`src/rtl/uart_tx_feeder.sv`:
```
// UART Tx front-end: byte FIFO plus a frame-at-a-time handshake to the PISO serializer.
// Define UART_TX_FEEDER_OVF_EN to build the sticky overflow flag; otherwise ovf is tied to 0.
module uart_tx_feeder #(
    parameter int DATA_WIDTH = 8,
    parameter int FIFO_DEPTH = 4,
    parameter int PARITY_ODD = 0
) (
    input  logic                          baud_clk,
    input  logic                          rst,
    input  logic                          wr_en,
    input  logic [DATA_WIDTH-1:0]         wr_data,
    output logic                          full,
    output logic                          empty,
    output logic [$clog2(FIFO_DEPTH):0]   count,
    output logic                          busy,
    output logic                          ovf,
    output logic                          piso_send,
    output logic [DATA_WIDTH-1:0]         piso_data,
    output logic                          piso_parity,
    input  logic                          piso_active,
    input  logic                          piso_done
);
    localparam int AW = $clog2(FIFO_DEPTH);
    localparam int CW = AW + 1;

    typedef enum logic [1:0] {IDLE, LOAD, WAIT_START, WAIT_DONE} state_t;

    state_t                  state_q, state_d;
    logic [DATA_WIDTH-1:0]   mem_q [FIFO_DEPTH];
    logic [AW-1:0]           wr_ptr_q, rd_ptr_q;
    logic [CW-1:0]           count_q, count_d;
    logic                    send_q;
    logic [DATA_WIDTH-1:0]   data_q;
    logic                    parity_q;
    logic                    push, pop;

    function automatic logic parity_f(input logic [DATA_WIDTH-1:0] b);
        parity_f = (PARITY_ODD != 0) ? ~^b : ^b;
    endfunction

    assign full        = (count_q == CW'(FIFO_DEPTH));
    assign empty       = (count_q == '0);
    assign count       = count_q;
    assign busy        = (state_q != IDLE);
    assign piso_send   = send_q;
    assign piso_data   = data_q;
    assign piso_parity = parity_q;
    // A write against a full FIFO is dropped even if a pop frees a slot at the same edge.
    assign push        = wr_en && !full;

    always_comb begin
        state_d = state_q;
        pop     = 1'b0;
        case (state_q)
            IDLE: begin
                if (!empty) begin
                    pop     = 1'b1;
                    state_d = LOAD;
                end
            end
            LOAD:       state_d = WAIT_START;
            // A done level left over from the previous frame must not end this one.
            WAIT_START: if (piso_active) state_d = WAIT_DONE;
            WAIT_DONE:  if (piso_done)   state_d = IDLE;
            default:    state_d = IDLE;
        endcase

        count_d = count_q;
        case ({push, pop})
            2'b10:   count_d = count_q + CW'(1);
            2'b01:   count_d = count_q - CW'(1);
            default: count_d = count_q;
        endcase
    end

    always_ff @(posedge baud_clk) begin
        if (rst) begin
            state_q  <= IDLE;
            wr_ptr_q <= '0;
            rd_ptr_q <= '0;
            count_q  <= '0;
            send_q   <= 1'b0;
            data_q   <= '0;
            parity_q <= 1'b0;
        end else begin
            state_q <= state_d;
            count_q <= count_d;
            send_q  <= pop;
            if (push) wr_ptr_q <= wr_ptr_q + AW'(1);
            if (pop) begin
                rd_ptr_q <= rd_ptr_q + AW'(1);
                data_q   <= mem_q[rd_ptr_q];
                parity_q <= parity_f(mem_q[rd_ptr_q]);
            end
        end
    end

    always_ff @(posedge baud_clk) begin
        if (push) mem_q[wr_ptr_q] <= wr_data;
    end

`ifdef UART_TX_FEEDER_OVF_EN
    logic ovf_q;

    always_ff @(posedge baud_clk) begin
        if (rst)               ovf_q <= 1'b0;
        else if (wr_en && full) ovf_q <= 1'b1;
    end

    assign ovf = ovf_q;
`else
    assign ovf = 1'b0;
`endif

endmodule

```
`config.mk`:
```
export PLATFORM = sky130hd
export DESIGN_NAME = uart_tx_feeder
export DESIGN_NICKNAME = d
export VERILOG_FILES = /design/src/rtl/uart_tx_feeder.sv
export SDC_FILE = /design/constraint.sdc
export NUM_CORES = 1
export LEC_CHECK = 0
export ABC_AREA = 1
export CAP_MARGIN = 20
export CORE_UTILIZATION = 59
export DETAILED_ROUTE_END_ITERATION = 10
export GPL_ROUTABILITY_DRIVEN = 0
export PLACE_DENSITY = 0.95
export SKIP_LAST_GASP = 1
export SYNTH_ARGS = -nofsm -noshare
export SYNTH_HDL_FRONTEND = slang
export SYNTH_SLANG_ARGS = --single-unit
```
`constraint.sdc`:
```
create_clock -name baud_clk -period 6.9 [get_ports baud_clk]
set_input_delay 1.38 -clock baud_clk [delete_from_list [all_inputs] [get_ports baud_clk]]
set_output_delay 1.38 -clock baud_clk [all_outputs]
set_load 0.05 [all_outputs]
```
Yosys cells after proc, flatten, opt, wreduce, memory -nomap -nowiden
Memories as Yosys holds them, arrays and structs flattened. A register that Yosys moved wholly into a read port is not among the register bits.
Index checks and enable logic that the tools add are counted.
- $add $sub $neg: 4
- equality and inequality tests: 9
- muxes and demuxes: 11
- reductions and logical operators: 8
- operators with widths (cell ; count):
    $mux 2 ; 5
    $pmux 2 s4 ; 1
    $reduce_xor 8->1 ; 1
    $eq 2x2->1 const B ; 3
    $ne 2x2->1 const B ; 3
    $pmux 3 s2 ; 1
    $add 2x1->2 const B ; 2
    $eq 2x1->1 const B ; 2
    $mux 1 ; 4
    $reduce_bool 2->1 ; 2
    $add 3x1->3 const B ; 1
    $eq 3x3->1 const B ; 1
    $logic_not 3->1 ; 1
    $reduce_and 3->1 ; 1
    $sub 3x1->3 const B ; 1
    $logic_not 2->1 ; 1
    $logic_and 1x1->1 ; 1
    $logic_not 1->1 ; 1
- register bits after elaboration: 19
- memory bits (writable): 32
- input port bits: 13
- word-level logic and storage cells: 40
- memories kept: 1
- memory list (name ; words ; width ; rd ports ; clocked after Yosys merged registers in ; wr ports ; line ; source):
    mem_q ; 4 ; 8 ; 1 ; 1 ; 1 ; 29 ; logic [DATA_WIDTH-1:0] mem_q [FIFO_DEPTH];

Logic depth before layout (Yosys ltp)
Gate-level depths: netlist of run 1.
- depth after elaboration: 5
- mapped depth: 16
- mapped depth without buffers: 14

Worst setup path after synthesis of run 1
Ideal clock, no wire load.
- path type: register to register
- from: reg count_q[2] (netlist: count[2])
- to: reg count_q[2] (netlist: count[2])
- arrival time: 3.235 ns
- path slack: 3.543 ns
- cell stages (with the launch flop): 12
- cell sequence: dfxtp_1 inv_1 nor3_1 nor2_1 inv_1 ha_1 inv_1 fa_1 a21oi_1 o21ai_0 o21ai_0 a21oi_1
- longest elaborated chain between the ends: 5
- ends and longest elaborated chain (item ; line ; source):
    start: declaration ; 31 ; logic [CW-1:0] count_q, count_d;
    start signal: assignment ; 87 ; count_q <= count_d;
    $eq 3x3->1 (*) ; 41 ; assign full = (count_q == CW'(FIFO_DEPTH));
    via full ; 12 ; output logic full,
    $logic_not 1->1 (*) ; 49 ; assign push = wr_en && !full;
    $logic_and 1x1->1 (*) ; 49 ;
    $eq 2x1->1 or $eq 2x2->1 (tied branches) ; 69 ; case ({push, pop})
    $pmux 3 s2 or $reduce_bool 2->1 (tied branches) ; - ;
The timed path passes the listed nets; every way through them passes the cells marked *.
A chain may end at the register's enable or synchronous reset.

Worst setup path after layout of run 1
- from: reg count_q[2] (netlist: count[2])
- to: out full
- longest elaborated chain between the ends: 1
- ends and longest elaborated chain (item ; line):
    $eq 3x3->1 ; 41
    end: declaration ; 12
No other way between the ends.

==> summary.md, run 1 <==
| Metric | Value |
|---|---|
| Leakage | 1.23 nW |
| Number of synthesized register bits | 53 |
| Clock period minus worst slack | 3240 ps |
| Worst EP arrival | 1860 ps |
| # diodes | 0 |
| Number of fill cells | 290 |
| Vias in the first global route | about 1600 |
| Final WS setup | 3660 ps |
| Max Cap Viol | 0 |
| Final setup TNS | 0 ps |
| Slew @ Worst Pin | 827 ps |
| Max frequency | 308 MHz |
| RSZ-0062 raised after global routing | false |
| Rel. slew slack | 44.7% |
| CP max stage cell | clkdlybuf4s50_1 |
| Adder-Cell Fraction of Synth Area | 5.35% |
| Crit path capture | full |
| Crit path buf inv count | 2 |
| I/O pin cnt | 30 |
| Syn_nets | 301 |
| Worst Path Required | 5520 ps |
| FF-to-FF setup slack | about 4600 ps |
| Simple-gate area share of the yosys netlist | 23.3% |
| Critical path depth in cells | 3 |
| Final Util | approximately 71% |
| Largest family of logic cells by synthesized area | simple AND/OR/NAND/NOR gates |
| DR pass1 iterations | 4 |
| Post-synthesis mux area share | 0% |
| Vias per cell | 5.19 |
| Residual DRC count | 0 |
| Crit path launch | count[2] |
| RR Startpoint | state_q[0] |
| Total GRT Usage | 22.7% |
| Area of the multi-input gates | 906 um^2 |
| DR WL/cell | 13.0 um |
| Setup Skew | 7.82 ps |
| Distinct cells, synth | 24 |
| TritonCTS buffer count | 5 |
| Area grow syn2layout | 15.4% |
| HP Start | rd_ptr_q[1] |
| Syn avg cell area | 8.92 um^2 |
| Die X-Extent | between 60 and 70 um |
| Register area | 1380 um^2 |
| Post-DP HPWL | 3160 um |
| Depth of the CTS H-tree | 2 |
| Reg2reg end | count[2] |
| Final antenna-violating net count | 0 |
| Pwr dens | roughly 480 nW/um^2 |
| PortBufs | 28 |
| Logic pwr share | 50.2% |
| Post-CTS resize count | 0 |
| HP Class | register to register |
| CP Class | register to primary output |
| Crit path largest cell delay | 860 ps |
| CTS root buf | clkbuf_8 |
| Worst reg2reg path depth | 12 |
| Post-CTS setup buffer count | 0 |
| CP Cell Sequence | inv_1, nor3_1, clkdlybuf4s50_1 |
| Max-slew violations | 0 |
| # hold bufs at CTS | 0 |
| Effective utilization at floorplan | slightly above 60% |
| Grt ovf | 0 |
| Fin crit share | 47.0% |
| Max clock buf depth | 2 |
| Post-Synth XOR/XNOR Area | 0% |
| Layout cells sized above 1 | under 10% |
| DP Worst Slack | 3620 ps |
| Hold Slack | 491 ps |
| Commonest non-fill, non-tap cell in the layout | nand2_1 |
| Peak VDD IR | ~220 uV |
| Seq pwr share | 34.0% |
| # clock sinks | 53 |
| First-pass GRT wire length | 7240 um |
| CTS tree | done |
| Clk pwr share | roughly 16% |
| Core area | 4030 um^2 |
| WL final | 4610 um |
| Skew-Pair Late Insertion Delay | between 300 and 400 ps |
| Via Count | 1842 |
| CP Capture Type | primary output |
| Netlist Area Pre-Place | 2480 um^2 |
| Initial drt markers | 100 |
| Delay-heaviest family, CP | buffers and inverters |
| Critical path launch point type | register |
| Fin nets | 327 |
| Final hold viol count | 0 |
| Total die area | about 4500 um^2 |
| Synth Area in Compound Gates | 7.67% |
| Net Sw Power | 0.616 mW |
| Initial antenna violation count | 0 |
| Switching portion of total power | 45.2% |
| Internal power | 0.748 mW |
| Clk pin slew, worst setup/hold paths | around 90 ps |
| # setup viols final | 0 |
| Yosys warning total | 0 |
| Crit-path max FO | 3 |
| Most frequent cells in the layout | 97 x nand2_1, 32 x edfxtp_1, 28 x clkdlybuf4s50_1 |
| Sequential area share after synthesis | approximately 56% |
| Status | finished clean |
| Die Y | 66.9 um |
| Largest net degree at the start of global routing | 24 |
| Num rows | 23 |
| Post-Syn Instances | approximately 280 |
## per-layer routing
layer  GRT usage (%)  wire (um)  vias up
met4            7.71         41        0
met3            5.82        208        5
met1            28.2       1960      848
met5               0          0        -
met2            38.0       2400       46
li1                -          -      943
## state kept, by name, summed over array words and instances (netlist names), named ones only
register,count
mem_q,32
count,3
piso_send,1
piso_data,8
piso_parity,1
wr_ptr_q,2
rd_ptr_q,2
state_q,2
## logic make-up (layout without fill, tap and decap cells)
family	Yosys count	in the layout
buffers and inverters	38	65
flip-flops	53	53
other	1	1
AND/OR/NAND/NOR	139	139
adder cells (fa/ha/maj)	10	10
AO/OA/AOI/OAI	37	37
## final cells by class
class | instances | area share, %
clock buffer | 7 | 3.01
clock inverter | 1 | 1.05
inverter | 28 | 3.84
multi-input combinational | 187 | 31.6
sequential | 53 | 48.2
tap | 50 | 2.18
timing repair buffer | 29 | 10.0
## metrics by stage
stage / std cells / power, mW / cell area (um^2)
after floorplan: 278 / 0.989 / 2480
after global placement: 347 / 1.12 / 2750
after detailed placement: 347 / 1.15 / 2750
after CTS: 355 / 1.37 / 2860
after global routing: 355 / 1.46 / 2860
final: 355 / 1.36 / 2860
## power by group through the flow
| stage | clock, mW | combinational, mW | sequential [mW] |
|---|---|---|---|
| floorplan | 0 | 0.422 | 0.567 |
| global placement | 0 | 0.652 | 0.467 |
| detailed placement | 0 | 0.676 | 0.471 |
| CTS | 0.218 | 0.684 | 0.464 |
| global route | 0.231 | 0.759 | 0.473 |
| finish | 0.215 | 0.685 | 0.463 |
## cells in the mapped netlist
| master | count | area (um^2) |
|---|---|---|
| clkbuf_1 | 2 | 7.51 |
| inv_6 | 1 | 8.76 |
| buf_4 | 1 | 7.51 |
| o21bai_1 | 1 | 7.51 |
| nand2_1 | 97 | 364 |
| a211oi_1 | 1 | 7.51 |
| ha_1 | 9 | 113 |
| inv_2 | 2 | 7.51 |
| nand2_2 | 10 | 62.6 |
| o21ai_0 | 17 | 85.1 |
| buf_2 | 2 | 10.0 |
| conb_1 | 1 | 3.75 |
| nand3_1 | 18 | 90.1 |
| inv_1 | 25 | 93.8 |
| buf_12 | 1 | 20.0 |
| fa_1 | 1 | 20.0 |
| nor3_2 | 1 | 10.0 |
| a21oi_1 | 18 | 90.1 |
| nor2_1 | 10 | 37.5 |
| dfxtp_1 | 21 | 420 |
| buf_6 | 3 | 33.8 |
| edfxtp_1 | 32 | 961 |
| clkbuf_2 | 1 | 5.00 |
| nor3_1 | 3 | 15.0 |
## tightest hold or removal path, stage by stage (launching register included)
cell and delay, ps:
dfxtp_1 310, inv_1 60, a21oi_1 80
## worst min-delay path by stage
| stage | slack [ps] | cells past startpoint | to |
|---|---|---|---|
| after global routing | 500 | 2 | register |
| after floorplan | 440 | 2 | register |
| after detailed placement | 470 | 1 | register |
| final | 490 | 2 | rd_ptr_q[1] |
| after global placement | 450 | 2 | register |
| after CTS | 490 | 2 | rd_ptr_q[1] |
Note: power is estimated with default switching activity, not from simulation.
==> inputs of run 2 (changes only) <==
--- a/config.mk
+++ b/config.mk
@@ -7,10 +7,10 @@
 export LEC_CHECK = 0
 export ABC_AREA = 1
 export CAP_MARGIN = 20
-export CORE_UTILIZATION = 59
+export CORE_UTILIZATION = 50
 export DETAILED_ROUTE_END_ITERATION = 10
 export GPL_ROUTABILITY_DRIVEN = 0
-export PLACE_DENSITY = 0.95
+export PLACE_DENSITY = 0.87
 export SKIP_LAST_GASP = 1
 export SYNTH_ARGS = -nofsm -noshare
 export SYNTH_HDL_FRONTEND = slang
==> constraint.sdc (replaced) <==
create_clock -name baud_clk -period 2.8 [get_ports baud_clk]
set_input_delay 0.56 -clock baud_clk [delete_from_list [all_inputs] [get_ports baud_clk]]
set_output_delay 0.56 -clock baud_clk [all_outputs]
set_load 0.05 [all_outputs]
==> summary.md, run 2 (same netlist as run 1, synthesis figures left out) <==
| Metric | Value |
|---|---|
| Hold depth | 2 (unchanged) |
| Depth of the CTS H-tree | 2 (unchanged) |
| Num rows | 25 (+8.7%) |
| Total GRT Usage | 19.5% (-3.1 points) |
| CP max stage cell | clkdlybuf4s50_1 |
| Clock period minus worst slack | approximately 2400 ps |
| Pwr dens | 1130 nW/um^2 (+140%) |
| Crit-path most repeated cell | inv_1 |
| DR pass1 iterations | 4 (unchanged) |
| Fin crit share | between 80% and 90% |
| CTS tree | done |
| Crit path buf inv count | 3 (+1) |
| Post-CTS resize count | 0 (unchanged) |
| Core area | 4750 um^2 (+18%) |
| Max clock buf depth | 2 (unchanged) |
| CTS root buf | clkbuf_8 |
| Via Count | 1886 (+2.4%) |
| Largest net degree at the start of global routing | 23 (-4.2%) |
| Peak VDD IR | 495 uV (+120%) |
| Residual DRC count | 0 (unchanged) |
| # clock sinks | 53 (unchanged) |
| Rel. slew slack | 51.9% (+7.3 points) |
| I/O pin cnt | 30 (unchanged) |
| Worst Path Required | 2240 ps (-3280 ps) |
| PortBufs | 28 (unchanged) |
| Placed inst area | 2810 um^2 (+2.3%) |
| Max frequency | 414 MHz |
| Critical path launch point type | register |
| HP Class | register to register |
| Slew @ Worst Pin | 720 ps (-107 ps) |
| Total Power | 3.25 mW (+140%) |
| Setup Skew | 2.67 ps (-5.15 ps) |
| CP Class | register to primary output |
| Status | finished clean |
| # diodes | 0 (unchanged) |
| Critical path depth in cells | 4 (+1) |
| Total die area | 5250 um^2 (+17%) |
| Max FFs per register | 32 (unchanged) |
| Number of fill cells | 406 (+40%) |
| Clk pin slew, worst setup/hold paths | 90 ps (about the same) |
| Commonest non-fill, non-tap cell in the layout | nand2_1 |
| Area of the multi-input gates | 917 um^2 (+1.2%) |
| Final setup TNS | 0 ps (unchanged) |
| Worst EP arrival | 1860 ps (about the same) |
| # setup viols final | 0 (unchanged) |
| Max Cap Viol | 0 (unchanged) |
| TritonCTS buffer count | 5 (unchanged) |
| Initial antenna violation count | 0 (unchanged) |
| Final antenna-violating net count | 0 (unchanged) |
| CP Capture Type | primary output |
| Initial drt markers | 136 (+36%) |
| DR WL/cell | 12.2 um (-5.9%) |
| Most frequent cells in the layout | 97 x nand2_1, 32 x edfxtp_1, 28 x clkdlybuf4s50_1 |
| Vias per cell | 5.02 (-3.3%) |
| HP Start | rd_ptr_q[1] |
| Fin nets | 331 (+1.2%) |
| Grt ovf | 0 (unchanged) |
| # hold bufs at CTS | 0 (unchanged) |
| Die Y | 72.4 um (+8.4%) |
| RSZ-0062 raised after global routing | false |
| Crit path launch | state_q[1] |
| Leakage | 1.23 nW (+0.21%) |
| Crit path largest cell delay | 810 ps (-50 ps) |
| WL final | 4600 um (-0.28%) |
| Vias in the first global route | 1697 (+4.8%) |
| Delay-heaviest family, CP | buffers and inverters |
| Final hold viol count | 0 (unchanged) |
| Largest register by flop count | mem_q |
| Final non-filler cell area | 2890 um^2 (+0.92%) |
| Post-DP HPWL | 3290 um (+4.3%) |
| Layout cells sized above 1 | 8.09% (+0.88 points) |
| Register area | 1380 um^2 (unchanged) |
| Crit-path max FO | 3 (unchanged) |
| First-pass GRT wire length | 7660 um (+5.8%) |
| Skew-Pair Late Insertion Delay | 300 ps (about the same) |
| Post-CTS setup buffer count | 0 (unchanged) |
| CP Cell Sequence | inv_1, ha_1, inv_1, clkdlybuf4s50_1 |
| Max-slew violations | 0 (unchanged) |
| RR Startpoint | state_q[0] |
| Hold Slack | 470 ps (-20.8 ps) |
| Worst reg2reg path depth | 11 (-1) |
| Effective utilization at floorplan | 52.2% (-9.4 points) |
| Die X-Extent | 72.4 um (+8.4%) |
| Area grow syn2layout | 16.5% |
==> run 2: changes by cell type in the layout (fill, tap and decap cells not counted), sizes merged <==
cell,change
bufinv,-1
buf,+4
clkbuf,+1
==> run 2: layer usage <==
metal  vias to the layer above  share of wire [%]  wire length [um]  GRT usage (%)
li1                        954                  -                 -              -
met4                         0                2.2               100           9.80
met5                         -                  0                 0              0
met2                        44                 50              2300           31.8
met1                       880                 44              2030           25.4
met3                         8                3.7               171           2.92
==> run 2: cell type report <==
type,instances,share of cell area [%]
sequential,53,47.8
clock buffer,8,2.77
tap,67,2.90
multi-input combinational,187,31.7
inverter,28,3.81
timing repair buffer,33,11.0
==> run 2: final timing paths <==
kind,endpoint,slack (ps)
setup / recovery,busy,380
hold / removal,register,470
setup reg to reg,count[2],730
hold reg to reg,register,470
==> run 2: stage by stage <==
step,utilization [%],std cells,setup WS [ps]
finish,60.8,376,384
global placement,59.1,368,428
CTS,60.8,376,380
floorplan,-,278,87.5
global route,60.8,376,294
detailed placement,59.1,368,341
==> run 2: tightest hold or removal path, stage by stage, from the launching register on <==
cell and delay [ps]:
dfxtp_1 300, inv_1 60, a21oi_1 70
==> run 2: power breakdown <==
| group | switching, mW | leakage (nW) | internal [mW] | total [mW] |
|---|---|---|---|---|
| clock | 0.227 | 0.0395 | 0.178 | 0.405 |
| combinational | 1.14 | 0.722 | 0.557 | 1.70 |
| sequential | 0.146 | 0.467 | 1.01 | 1.15 |
| total | 1.51 | 1.23 | 1.74 | 3.25 |
==> variant, RTL diff (settings of run 2) <==
The parameter `DATA_WIDTH` goes from 8 to 10.
--- a/src/rtl/uart_tx_feeder.sv
+++ b/src/rtl/uart_tx_feeder.sv
@@ -1,7 +1,7 @@
 // UART Tx front-end: byte FIFO plus a frame-at-a-time handshake to the PISO serializer.
 // Define UART_TX_FEEDER_OVF_EN to build the sticky overflow flag; otherwise ovf is tied to 0.
 module uart_tx_feeder #(
-    parameter int DATA_WIDTH = 8,
+    parameter int DATA_WIDTH = 10,
     parameter int FIFO_DEPTH = 4,
     parameter int PARITY_ODD = 0
 ) (
Ports: changed (resized piso_data and wr_data); port bits go from 30 to 34. The function was not compared with the original's and may differ.
==> variant against run 2 <==
- via count grew 10%
- final cell count grew 9.6%
- setup slack lost 0.015 ns
- clock skew grew 0.0077 ns
- total power grew 18%
- synthesized area grew 12%
- highest routed layer unchanged
- sequential power grew 14%
- final area grew 15%
- sequential cell count grew 10
- sequential share of layout area grew 2.2 points
- die area grew 12%
- routed wire length grew 10%
==> variant: results (changes against run 2) <==
drive_gt1_share_pct: 6.43  # -1.7 points
synth_compound_area_share_pct: 7.53  # -0.13 points
cts.reportedPaths.clkPinSlew_ns: 0.06  # -0.03 ns
drt_iter0_drc: 100  # -26%
largest_reg_flops: 40  # +25%
cts_buffers: 9  # +4
seq_area_frac_synth_pct: 59.6  # +3.9 points
hpwl_um: 3510  # +6.6%
n_fill_cell: 398  # -2.0%
grt_pass1_vias: 1966  # +16%
multi_input_area_sq_um: 962  # +4.9%
status: "finished clean"
vias_per_cell: 5.05  # +0.60%
numPortBuffers: 32  # +14%
final_nets: 363  # +9.7%
met2_length_um: 2550  # +11%
post_dp_cell_area_sq_um: 3180  # +13%
synth.distinct_cells: 21  # -13%
synth_xor_area_share_pct: 0.942  # +0.94 points
use_met3_pct: 5.12  # +2.2 points
syn-num-nets: 324  # +7.6%
grt_start_max_net_pins: 27  # +17%
synth_edf_count: 40  # +25%
synthTopCellsByCount: "nand2_1, edfxtp_1, nand3_1, inv_1, dfxtp_1"
grt.total_usage_pct: 19.1  # -0.39 points
grt_util_met2_pct: 33.1  # +1.3 points
wl_met3_um: 346  # +100%
wirelength_um: 5080  # +10%
tightest_slew_ns: 0.558  # -0.162 ns
synth_area_leaders: "edfxtp_1, dfxtp_1, nand2_1"
grt_pass1_wl_um: 8490  # +11%
wl_per_cell_um: 12.3  # +0.71%
p_int_mw: 2.14  # +23%
avgSynthCellArea_sq_um: 9.33  # +4.6%
grtUsageMet1_pct: 21.5  # -4.0 points
clk_latency_ns: 0.33  # +0.03 ns
r2r_start: "count[2]$_SDFFE_PP0P_"
wl_met1_um: 2060  # +1.1%
[variant: cell count changes in the layout (fill, tap and decap cells not counted), moves of 2 or more]
cell,run 2,this run
a21oi_1,18,20
clkbuf_8,5,9
clkdlybuf4s50_1,28,32
dfxtp_1,21,23
edfxtp_1,32,40
nand2_1,97,104
nand2_2,10,1
nand3_1,18,25
o21ai_0,17,19
xnor2_1,0,2
[variant: power groups by stage]
stage	combinational, mW	clock (mW)	sequential [mW]
after floorplan	1.11	0	1.65
after global placement	1.86	0	1.32
after detailed placement	1.93	0	1.33
after CTS	1.93	0.630	1.31
after global routing	2.12	0.668	1.34
final	1.92	0.612	1.31
[variant: final cells by class]
| class | instances | share of cell area (%) |
|---|---|---|
| clock inverters | 2 | 0.263 |
| flip-flops and latches | 63 | 50.0 |
| repair buffers | 38 | 11.0 |
| well taps | 70 | 2.63 |
| clock buffers | 13 | 4.18 |
| inverters | 27 | 3.05 |
| multi-input cells | 199 | 28.9 |
